<file path="src/rtl/aes_axil_regs_if.sv">
// rtl/aes_axil_regs_if.sv - AXI4-Lite bus bundle between the CPU master and the AES register file
// Ports: AW (s_awvalid/s_awready/s_awaddr), W (s_wvalid/s_wready/s_wdata/s_wstrb),
//        B (s_bvalid/s_bready/s_bresp), AR (s_arvalid/s_arready/s_araddr),
//        R (s_rvalid/s_rready/s_rdata/s_rresp); master and slave modports.
interface aes_axil_regs_if #(
    parameter int ADDR_W = 8
);
    logic              s_awvalid;
    logic              s_awready;
    logic [ADDR_W-1:0] s_awaddr;
    logic              s_wvalid;
    logic              s_wready;
    logic [31:0]       s_wdata;
    logic [3:0]        s_wstrb;
    logic              s_bvalid;
    logic              s_bready;
    logic [1:0]        s_bresp;
    logic              s_arvalid;
    logic              s_arready;
    logic [ADDR_W-1:0] s_araddr;
    logic              s_rvalid;
    logic              s_rready;
    logic [31:0]       s_rdata;
    logic [1:0]        s_rresp;

    modport master (
        output s_awvalid, s_awaddr, s_wvalid, s_wdata, s_wstrb, s_bready,
               s_arvalid, s_araddr, s_rready,
        input  s_awready, s_wready, s_bvalid, s_bresp, s_arready,
               s_rvalid, s_rdata, s_rresp
    );

    modport slave (
        input  s_awvalid, s_awaddr, s_wvalid, s_wdata, s_wstrb, s_bready,
               s_arvalid, s_araddr, s_rready,
        output s_awready, s_wready, s_bvalid, s_bresp, s_arready,
               s_rvalid, s_rdata, s_rresp
    );
endinterface

</file>
<file path="src/rtl/aes_axil_regs.sv">
// rtl/aes_axil_regs.sv - AXI4-Lite register file holding AES key/operands/results with start pulses
// Ports: clk, resetn (async active-low); s = AXI4-Lite slave bus;
//        encrypt side pt_valid/pt_encr out, pt_in_en/ct_rdy/ct_encr in;
//        decrypt side ct_valid/ct_decr out, ct_in_en/pt_rdy/pt_decr in;
//        key_len/short_key out; key_mem_status/key_inp_ready/error status in.
module aes_axil_regs #(
    parameter int ADDR_W    = 8,
    parameter bit SLVERR_EN = 1'b1
) (
    input  logic           clk,
    input  logic           resetn,
    aes_axil_regs_if.slave s,
    output logic           pt_valid,
    output logic [127:0]   pt_encr,
    input  logic           pt_in_en,
    input  logic           ct_rdy,
    input  logic [127:0]   ct_encr,
    output logic           ct_valid,
    output logic [127:0]   ct_decr,
    input  logic           ct_in_en,
    input  logic           pt_rdy,
    input  logic [127:0]   pt_decr,
    output logic [1:0]     key_len,
    output logic [255:0]   short_key,
    input  logic           key_mem_status,
    input  logic           key_inp_ready,
    input  logic           error
);
    localparam logic [1:0] RESP_OKAY = 2'b00;
    localparam logic [1:0] RESP_ERR  = SLVERR_EN ? 2'b10 : 2'b00;

    typedef enum logic [2:0] {R_KEY, R_PT, R_CT, R_CTRL, R_STATUS, R_ENC, R_DEC, R_NONE} region_t;

    // Element 0 of each array is the most significant word of the flattened vector.
    logic [0:7][31:0] key_q;
    logic [0:3][31:0] pt_q, ct_q, enc_res_q, dec_res_q;
    logic [1:0]       key_len_q;
    logic             enc_done_q, dec_done_q, drop_q;
    logic             pt_valid_q, ct_valid_q;

    logic              aw_full_q, w_full_q;
    logic [ADDR_W-1:0] aw_addr_q;
    logic [31:0]       w_data_q;
    logic [3:0]        w_strb_q;
    logic              bvalid_q, rvalid_q;
    logic [1:0]        bresp_q, rresp_q;
    logic [31:0]       rdata_q;

    function automatic region_t region(input logic [ADDR_W-1:0] a);
        int unsigned wi;
        wi = 32'(a >> 2);
        if (wi < 8)                  return R_KEY;
        else if (wi < 12)            return R_PT;
        else if (wi < 16)            return R_CT;
        else if (wi == 16)           return R_CTRL;
        else if (wi == 17)           return R_STATUS;
        else if (wi >= 20 && wi < 24) return R_ENC;
        else if (wi >= 24 && wi < 28) return R_DEC;
        else                         return R_NONE;
    endfunction

    function automatic logic [31:0] merge(input logic [31:0] old, input logic [31:0] data,
                                          input logic [3:0] strb);
        logic [31:0] r;
        r = old;
        for (int b = 0; b < 4; b++)
            if (strb[b]) r[8*b +: 8] = data[8*b +: 8];
        return r;
    endfunction

    // Read mux
    region_t     rd_reg;
    logic [31:0] rd_data;
    logic        rd_ok;

    always_comb begin
        rd_reg  = region(s.s_araddr);
        rd_data = '0;
        rd_ok   = 1'b1;
        case (rd_reg)
            R_KEY:    rd_data = key_q[s.s_araddr[4:2]];
            R_PT:     rd_data = pt_q[s.s_araddr[3:2]];
            R_CT:     rd_data = ct_q[s.s_araddr[3:2]];
            R_CTRL:   rd_data = {30'd0, key_len_q};
            R_STATUS: rd_data = {25'd0, drop_q, error, key_inp_ready, key_mem_status,
                                 ct_in_en, dec_done_q, enc_done_q};
            R_ENC:    rd_data = enc_res_q[s.s_araddr[3:2]];
            R_DEC:    rd_data = dec_res_q[s.s_araddr[3:2]];
            default:  rd_ok   = 1'b0;
        endcase
    end

    // Write commit: both slots full and no response outstanding.
    region_t wr_reg;
    logic    commit, wr_ok, ctrl_wr;
    logic    enc_go, enc_drop, dec_go, dec_drop;

    always_comb begin
        wr_reg   = region(aw_addr_q);
        commit   = aw_full_q && w_full_q && !bvalid_q;
        wr_ok    = (wr_reg == R_KEY) || (wr_reg == R_PT) || (wr_reg == R_CT) || (wr_reg == R_CTRL);
        ctrl_wr  = commit && (wr_reg == R_CTRL) && w_strb_q[0];
        enc_go   = ctrl_wr && w_data_q[2] && pt_in_en;
        enc_drop = ctrl_wr && w_data_q[2] && !pt_in_en;
        dec_go   = ctrl_wr && w_data_q[3] && ct_in_en;
        dec_drop = ctrl_wr && w_data_q[3] && !ct_in_en;
    end

    always_ff @(posedge clk or negedge resetn) begin
        if (!resetn) begin
            key_q      <= '0;
            pt_q       <= '0;
            ct_q       <= '0;
            enc_res_q  <= '0;
            dec_res_q  <= '0;
            key_len_q  <= '0;
            enc_done_q <= 1'b0;
            dec_done_q <= 1'b0;
            drop_q     <= 1'b0;
            pt_valid_q <= 1'b0;
            ct_valid_q <= 1'b0;
            aw_full_q  <= 1'b0;
            w_full_q   <= 1'b0;
            aw_addr_q  <= '0;
            w_data_q   <= '0;
            w_strb_q   <= '0;
            bvalid_q   <= 1'b0;
            bresp_q    <= RESP_OKAY;
            rvalid_q   <= 1'b0;
            rresp_q    <= RESP_OKAY;
            rdata_q    <= '0;
        end else begin
            pt_valid_q <= enc_go;
            ct_valid_q <= dec_go;

            if (s.s_awvalid && !aw_full_q) begin
                aw_full_q <= 1'b1;
                aw_addr_q <= s.s_awaddr;
            end
            if (s.s_wvalid && !w_full_q) begin
                w_full_q <= 1'b1;
                w_data_q <= s.s_wdata;
                w_strb_q <= s.s_wstrb;
            end

            if (commit) begin
                bvalid_q <= 1'b1;
                bresp_q  <= wr_ok ? RESP_OKAY : RESP_ERR;
                case (wr_reg)
                    R_KEY: key_q[aw_addr_q[4:2]] <= merge(key_q[aw_addr_q[4:2]], w_data_q, w_strb_q);
                    R_PT:  pt_q[aw_addr_q[3:2]]  <= merge(pt_q[aw_addr_q[3:2]], w_data_q, w_strb_q);
                    R_CT:  ct_q[aw_addr_q[3:2]]  <= merge(ct_q[aw_addr_q[3:2]], w_data_q, w_strb_q);
                    R_CTRL: if (w_strb_q[0]) key_len_q <= w_data_q[1:0];
                    default: ;
                endcase
            end

            // Slots free only on the B handshake, which keeps one write outstanding.
            if (bvalid_q && s.s_bready) begin
                bvalid_q  <= 1'b0;
                aw_full_q <= 1'b0;
                w_full_q  <= 1'b0;
            end

            // A drop in the same write as a clear request stays set.
            if (ctrl_wr && w_data_q[31]) drop_q <= 1'b0;
            if (enc_drop || dec_drop)    drop_q <= 1'b1;

            // Result pulse wins over the clear from a coincident accepted start.
            if (enc_go) enc_done_q <= 1'b0;
            if (ct_rdy) begin
                enc_done_q <= 1'b1;
                enc_res_q  <= ct_encr;
            end
            if (dec_go) dec_done_q <= 1'b0;
            if (pt_rdy) begin
                dec_done_q <= 1'b1;
                dec_res_q  <= pt_decr;
            end

            if (rvalid_q && s.s_rready) rvalid_q <= 1'b0;
            if (s.s_arvalid && !rvalid_q) begin
                rvalid_q <= 1'b1;
                rdata_q  <= rd_data;
                rresp_q  <= rd_ok ? RESP_OKAY : RESP_ERR;
            end
        end
    end

    assign s.s_awready = !aw_full_q;
    assign s.s_wready  = !w_full_q;
    assign s.s_bvalid  = bvalid_q;
    assign s.s_bresp   = bresp_q;
    assign s.s_arready = !rvalid_q;
    assign s.s_rvalid  = rvalid_q;
    assign s.s_rdata   = rdata_q;
    assign s.s_rresp   = rresp_q;

    assign pt_valid  = pt_valid_q;
    assign ct_valid  = ct_valid_q;
    assign pt_encr   = pt_q;
    assign ct_decr   = ct_q;
    assign key_len   = key_len_q;
    assign short_key = key_q;
endmodule
</file>
<file path="src/flat_wrapper.sv">
// flat-port wrapper written by rule: the top's interface ports become plain ports
module aes_axil_regs_flat 
#(
    parameter int ADDR_W    = 8,
    parameter bit SLVERR_EN = 1'b1
)
  (clk, resetn, pt_valid, pt_encr, pt_in_en, ct_rdy, ct_encr, ct_valid, ct_decr, ct_in_en, pt_rdy, pt_decr, key_len, short_key, key_mem_status, key_inp_ready, error, s_s_awvalid, s_s_awaddr, s_s_wvalid, s_s_wdata, s_s_wstrb, s_s_bready, s_s_arvalid, s_s_araddr, s_s_rready, s_s_awready, s_s_wready, s_s_bvalid, s_s_bresp, s_s_arready, s_s_rvalid, s_s_rdata, s_s_rresp);
  aes_axil_regs_if #(.ADDR_W(ADDR_W)) s_i ();
  input  logic clk;
  input  logic resetn;
  output logic pt_valid;
  output logic [127:0] pt_encr;
  input  logic pt_in_en;
  input  logic ct_rdy;
  input  logic [127:0] ct_encr;
  output logic ct_valid;
  output logic [127:0] ct_decr;
  input  logic ct_in_en;
  input  logic pt_rdy;
  input  logic [127:0] pt_decr;
  output logic [1:0] key_len;
  output logic [255:0] short_key;
  input  logic key_mem_status;
  input  logic key_inp_ready;
  input  logic error;
  input wire logic [$bits(s_i.s_awvalid)-1:0] s_s_awvalid;
  input wire logic [$bits(s_i.s_awaddr)-1:0] s_s_awaddr;
  input wire logic [$bits(s_i.s_wvalid)-1:0] s_s_wvalid;
  input wire logic [$bits(s_i.s_wdata)-1:0] s_s_wdata;
  input wire logic [$bits(s_i.s_wstrb)-1:0] s_s_wstrb;
  input wire logic [$bits(s_i.s_bready)-1:0] s_s_bready;
  input wire logic [$bits(s_i.s_arvalid)-1:0] s_s_arvalid;
  input wire logic [$bits(s_i.s_araddr)-1:0] s_s_araddr;
  input wire logic [$bits(s_i.s_rready)-1:0] s_s_rready;
  output wire logic [$bits(s_i.s_awready)-1:0] s_s_awready;
  output wire logic [$bits(s_i.s_wready)-1:0] s_s_wready;
  output wire logic [$bits(s_i.s_bvalid)-1:0] s_s_bvalid;
  output wire logic [$bits(s_i.s_bresp)-1:0] s_s_bresp;
  output wire logic [$bits(s_i.s_arready)-1:0] s_s_arready;
  output wire logic [$bits(s_i.s_rvalid)-1:0] s_s_rvalid;
  output wire logic [$bits(s_i.s_rdata)-1:0] s_s_rdata;
  output wire logic [$bits(s_i.s_rresp)-1:0] s_s_rresp;
  assign s_i.s_awvalid = s_s_awvalid;
  assign s_i.s_awaddr = s_s_awaddr;
  assign s_i.s_wvalid = s_s_wvalid;
  assign s_i.s_wdata = s_s_wdata;
  assign s_i.s_wstrb = s_s_wstrb;
  assign s_i.s_bready = s_s_bready;
  assign s_i.s_arvalid = s_s_arvalid;
  assign s_i.s_araddr = s_s_araddr;
  assign s_i.s_rready = s_s_rready;
  assign s_s_awready = s_i.s_awready;
  assign s_s_wready = s_i.s_wready;
  assign s_s_bvalid = s_i.s_bvalid;
  assign s_s_bresp = s_i.s_bresp;
  assign s_s_arready = s_i.s_arready;
  assign s_s_rvalid = s_i.s_rvalid;
  assign s_s_rdata = s_i.s_rdata;
  assign s_s_rresp = s_i.s_rresp;
  aes_axil_regs #(.ADDR_W(ADDR_W), .SLVERR_EN(SLVERR_EN)) u_core (.clk(clk), .resetn(resetn), .s(s_i), .pt_valid(pt_valid), .pt_encr(pt_encr), .pt_in_en(pt_in_en), .ct_rdy(ct_rdy), .ct_encr(ct_encr), .ct_valid(ct_valid), .ct_decr(ct_decr), .ct_in_en(ct_in_en), .pt_rdy(pt_rdy), .pt_decr(pt_decr), .key_len(key_len), .short_key(short_key), .key_mem_status(key_mem_status), .key_inp_ready(key_inp_ready), .error(error));
endmodule
</file>
<file path="config.mk">
export PLATFORM = sky130hd
export DESIGN_NAME = aes_axil_regs_flat
export DESIGN_NICKNAME = d
export VERILOG_FILES = /design/src/rtl/aes_axil_regs_if.sv /design/src/rtl/aes_axil_regs.sv /design/src/flat_wrapper.sv
export SDC_FILE = /design/constraint.sdc
export NUM_CORES = 2
export LEC_CHECK = 0
export BUFFER_PORTS_ARGS = -buffer_cell sky130_fd_sc_hd__buf_2
export CORE_AREA = 2 2 342 344
export DETAILED_ROUTE_END_ITERATION = 7
export DIE_AREA = 0 0 344 346
export GPL_ROUTABILITY_DRIVEN = 0
export PLACE_DENSITY = 0.64
export SYNTH_ARGS = -nofsm -noshare
export SYNTH_HDL_FRONTEND = slang
export SYNTH_SLANG_ARGS = --single-unit
</file>
<file path="constraint.sdc">
create_clock -name clk -period 5.8 [get_ports clk]
set_input_delay 1.16 -clock clk [delete_from_list [all_inputs] [get_ports clk]]
set_output_delay 1.16 -clock clk [all_outputs]
set_load 0.02 [all_outputs]
</file>
==> impl_metrics.csv <==
group,metric,value,unit
run_status,outcome,"completed",
cts,clk_latency,0.70,ns
cts,cts_buffers,96,
floorplanning,start_util,36.0,%
cts,ctsHoldBuffers,0,
floorplanning,num_rows,125,
grt,met1_usage,35.2,%
detailed_routing,drtPass1Iterations,5,
cts,clock-sinks,855,
grt,use_met3,7.89,%
layout,multi_input_area,19000,sq um
floorplanning,io_pins,879,
sta,fin_skew,0.0333,ns
detailed_routing,ant_nets,0,
logic_synthesis,ys_seq_area_share,51.5,%
grt,grt_max_degree,130,
worst_setup_path,critical_path.cell_chain,"inv_2 -> buf_4 -> a21oi_1 -> o21bai_1 -> nor2b_4 -> buf_4 -> mux2_2",
detailed_routing,via_per_inst,5.62,
cts,clk_pin_slew,0.06,ns
power,p_leak,23.7,nW
worst_setup_path,cpMostUsedCell,"buf_4",
floorplanning,dieArea,119000,sq um
worst_setup_path,arrival,4.16,ns
sta,fin_crit_sh,62.5,%
sta,period_needed,3.62,ns
detailed_routing,first_iter_violations,2538,
logic_synthesis,synthCells,3207,
worst_setup_path,reg2reg_from,"u_core.aw_addr_q[4]",
sta,max_freq,0.276,GHz
grt,use_met2,38.8,%
cts,clock_path_buffers,3,
worst_setup_path,critPathKind,"register to register",
sta,hold_slack,0.462,ns
placement,pre_cts_ws,1.77,ns
sta,rsz0062_at_grt,"no",
grt,antenna_found_initial,27,
worst_setup_path,max_stage_delay,0.65,ns
power,vdd_drop_max,370,uV
grt,grt.busiest_layer,"met2",
logic_synthesis,ys_ff_latch,855,
placement,place_area,47400,sq um
sta,finalHoldViolCount,0,
worst_setup_path,cpMaxStageDelayCell,"dfrtp_2",
placement,port-buffer-count,872,
sta,finalSetupViolCount,0,
cts,cts_tree,"built",
layout,syn2layout_area_growth,22.2,%
grt,grt_remaining_overflow,0,
layout,fillers,10800,
worst_setup_path,cp-startpoint,"u_core.aw_addr_q[4]",
detailed_routing,wl,157,mm
sta,worst_pin_slew,1.07,ns
layout,seq_area,21400,sq um
floorplanning,die_h,346,um
grt,grt_pass1_wl,224,mm
logic_synthesis,synth_cell_types,48,
layout,final_cell_area,50800,sq um
layout,final_nets,4300,
detailed_routing,drc,0,
logic_synthesis,syn_area,41600,sq um
grt,track_usage,25.8,%
sta,final_max_slew_viol_count,0,
sta,layout_setup_ws,2.18,ns
layout,layout-drive-gt1-share,45.6,%
grt,grt_pass1_vias,30800,
floorplanning,die_w,344,um
sta,slew_headroom,28.3,%
detailed_routing,vias,31500,
layout,utilization,44.0,%
cts,cts_resized,0,
placement,dpl.hpwl,114,mm
min_path,min_path_type,"primary input to async pin",
logic_synthesis,yosysWarnings,0,
layout,mostFrequentLayoutCell,"buf_2",
run,max_cap_violations,0,
sta,setup_tns,0,ns
worst_setup_path,cp-start-kind,"register",
cts,ctsRootBufferMaster,"clkbuf_16",
worst_setup_path,crit_path_end_kind,"register",
logic_synthesis,syn_avg_cell_area,13.0,sq um
detailed_routing,wl_per_cell,28.0,um
floorplanning,core,115000,sq um
cts,cts_setup_buffers,0,
power,p_per_area,498,nW/um^2
layout,final_cell_mix,"buf_2 (867), dfrtp_1 (848), nand2_1 (486)",
cts,h-tree-depth,3,
worst_setup_path,worst-path-max-fanout,36,
worst_setup_path,required,6.34,ns
worst max-delay path, delay by kind of cell, from the launching register on:
family | cells | cell delay [ns]
buffers and inverters | 3 | 1.22
and+or+nand+nor | 1 | 0.48
AOI/OAI and AO/OA | 2 | 0.67
muxes | 1 | 0.40
DFF | 1 | 0.65
sequential cells by signal, indices dropped and copies added, names as in the netlist:
register           flops
u_core.aw_addr_q       6
u_core.aw_full_q       1
u_core.ct_decr       128
u_core.ct_valid        1
u_core.dec_done_q      1
u_core.dec_res_q     128
u_core.drop_q          1
u_core.enc_done_q      1
u_core.enc_res_q     128
u_core.key_len         2
u_core.pt_encr       128
u_core.pt_valid        1
u_core.s.s_bresp       1
u_core.s.s_bvalid      1
u_core.s.s_rdata      32
u_core.s.s_rresp       1
u_core.s.s_rvalid      1
u_core.short_key     256
u_core.w_data_q       32
u_core.w_full_q        1
u_core.w_strb_q        4
metrics by stage:
step	std cells	power (W)
detailed placement	5404	0.0189
finish	5600	0.0253
global route	5590	0.0265
global placement	5404	0.0187
floorplan	3208	0.0149
CTS	5580	0.0254
cell families after synthesis:
| family | synth area share, % |
|---|---|
| and+or+nand+nor | 6.44 |
| DFF | 51.5 |
| muxes | 31.2 |
| AOI/OAI and AO/OA | 7.84 |
| other | 0.00903 |
| buffers and inverters | 3.05 |
final timing paths:
check	endpoint	slack (ns)	cells past startpoint
setup / recovery	u_core.ct_decr[9]	2.18	7
hold / removal	u_core.enc_res_q[93]	0.46	1
setup reg to reg	u_core.ct_decr[9]	2.18	7
hold reg to reg	u_core.s.s_bresp[1]	0.49	2
max in group asynchronous	u_core.w_strb_q[2]	3.97	2
min in group clk	u_core.s.s_bresp[1]	0.49	2
layer usage:
metal	routed length, um	part of all wire [%]	up-vias
met5	34	0.022	-
met4	6310	4.0	6
met3	16300	10	291
met2	70200	45	1487
met1	64000	41	16200
li1	-	-	13400
synthesized netlist by cell type (all sizes together):
| cell | instances | area share [%] |
|---|---|---|
| a211o | 1 | 0.021 |
| a211oi | 1 | 0.030 |
| a21oi | 9 | 0.11 |
| a221o | 25 | 0.60 |
| a221oi | 4 | 0.084 |
| a22o | 8 | 0.17 |
| a22oi | 64 | 1.2 |
| a32oi | 7 | 0.15 |
| and3 | 5 | 0.075 |
| and3b | 1 | 0.021 |
| and4b | 1 | 0.024 |
| and4bb | 1 | 0.030 |
| buf | 103 | 1.5 |
| clkbuf | 159 | 1.4 |
| clkinv | 1 | 0.0090 |
| conb | 1 | 0.0090 |
| dfrtp | 855 | 51 |
| inv | 9 | 0.081 |
| mux2 | 397 | 11 |
| mux2i | 122 | 3.1 |
| mux4 | 320 | 17 |
| nand2 | 493 | 4.5 |
| nand2b | 5 | 0.075 |
| nand3 | 2 | 0.036 |
| nand4 | 7 | 0.14 |
| nor2 | 128 | 1.2 |
| nor2b | 6 | 0.090 |
| nor3 | 4 | 0.072 |
| nor4 | 2 | 0.045 |
| nor4b | 3 | 0.093 |
| nor4bb | 2 | 0.048 |
| o21ai | 452 | 5.4 |
| o21bai | 3 | 0.054 |
| o2bb2ai | 1 | 0.021 |
| or3 | 3 | 0.045 |
| or4 | 2 | 0.036 |
power by group:
part	internal [W]	switching (W)	total [W]
Combinational	0.00376	0.00560	0.00937
Sequential	0.00746	0.00205	0.00951
Clock	0.00381	0.00262	0.00643
Total	0.0150	0.0103	0.0253
final cells by class:
type	instances	share of cell area [%]
Sequential cell	855	42.2
Multi-Input combinational cell	2081	37.4
Timing Repair Buffer	934	9.92
Clock buffer	142	5.61
Tap cell	1524	3.76
Clock inverter	34	0.929
Antenna cell	20	0.0986
Inverter	10	0.0739
Power figures use the tool's default switching activity.
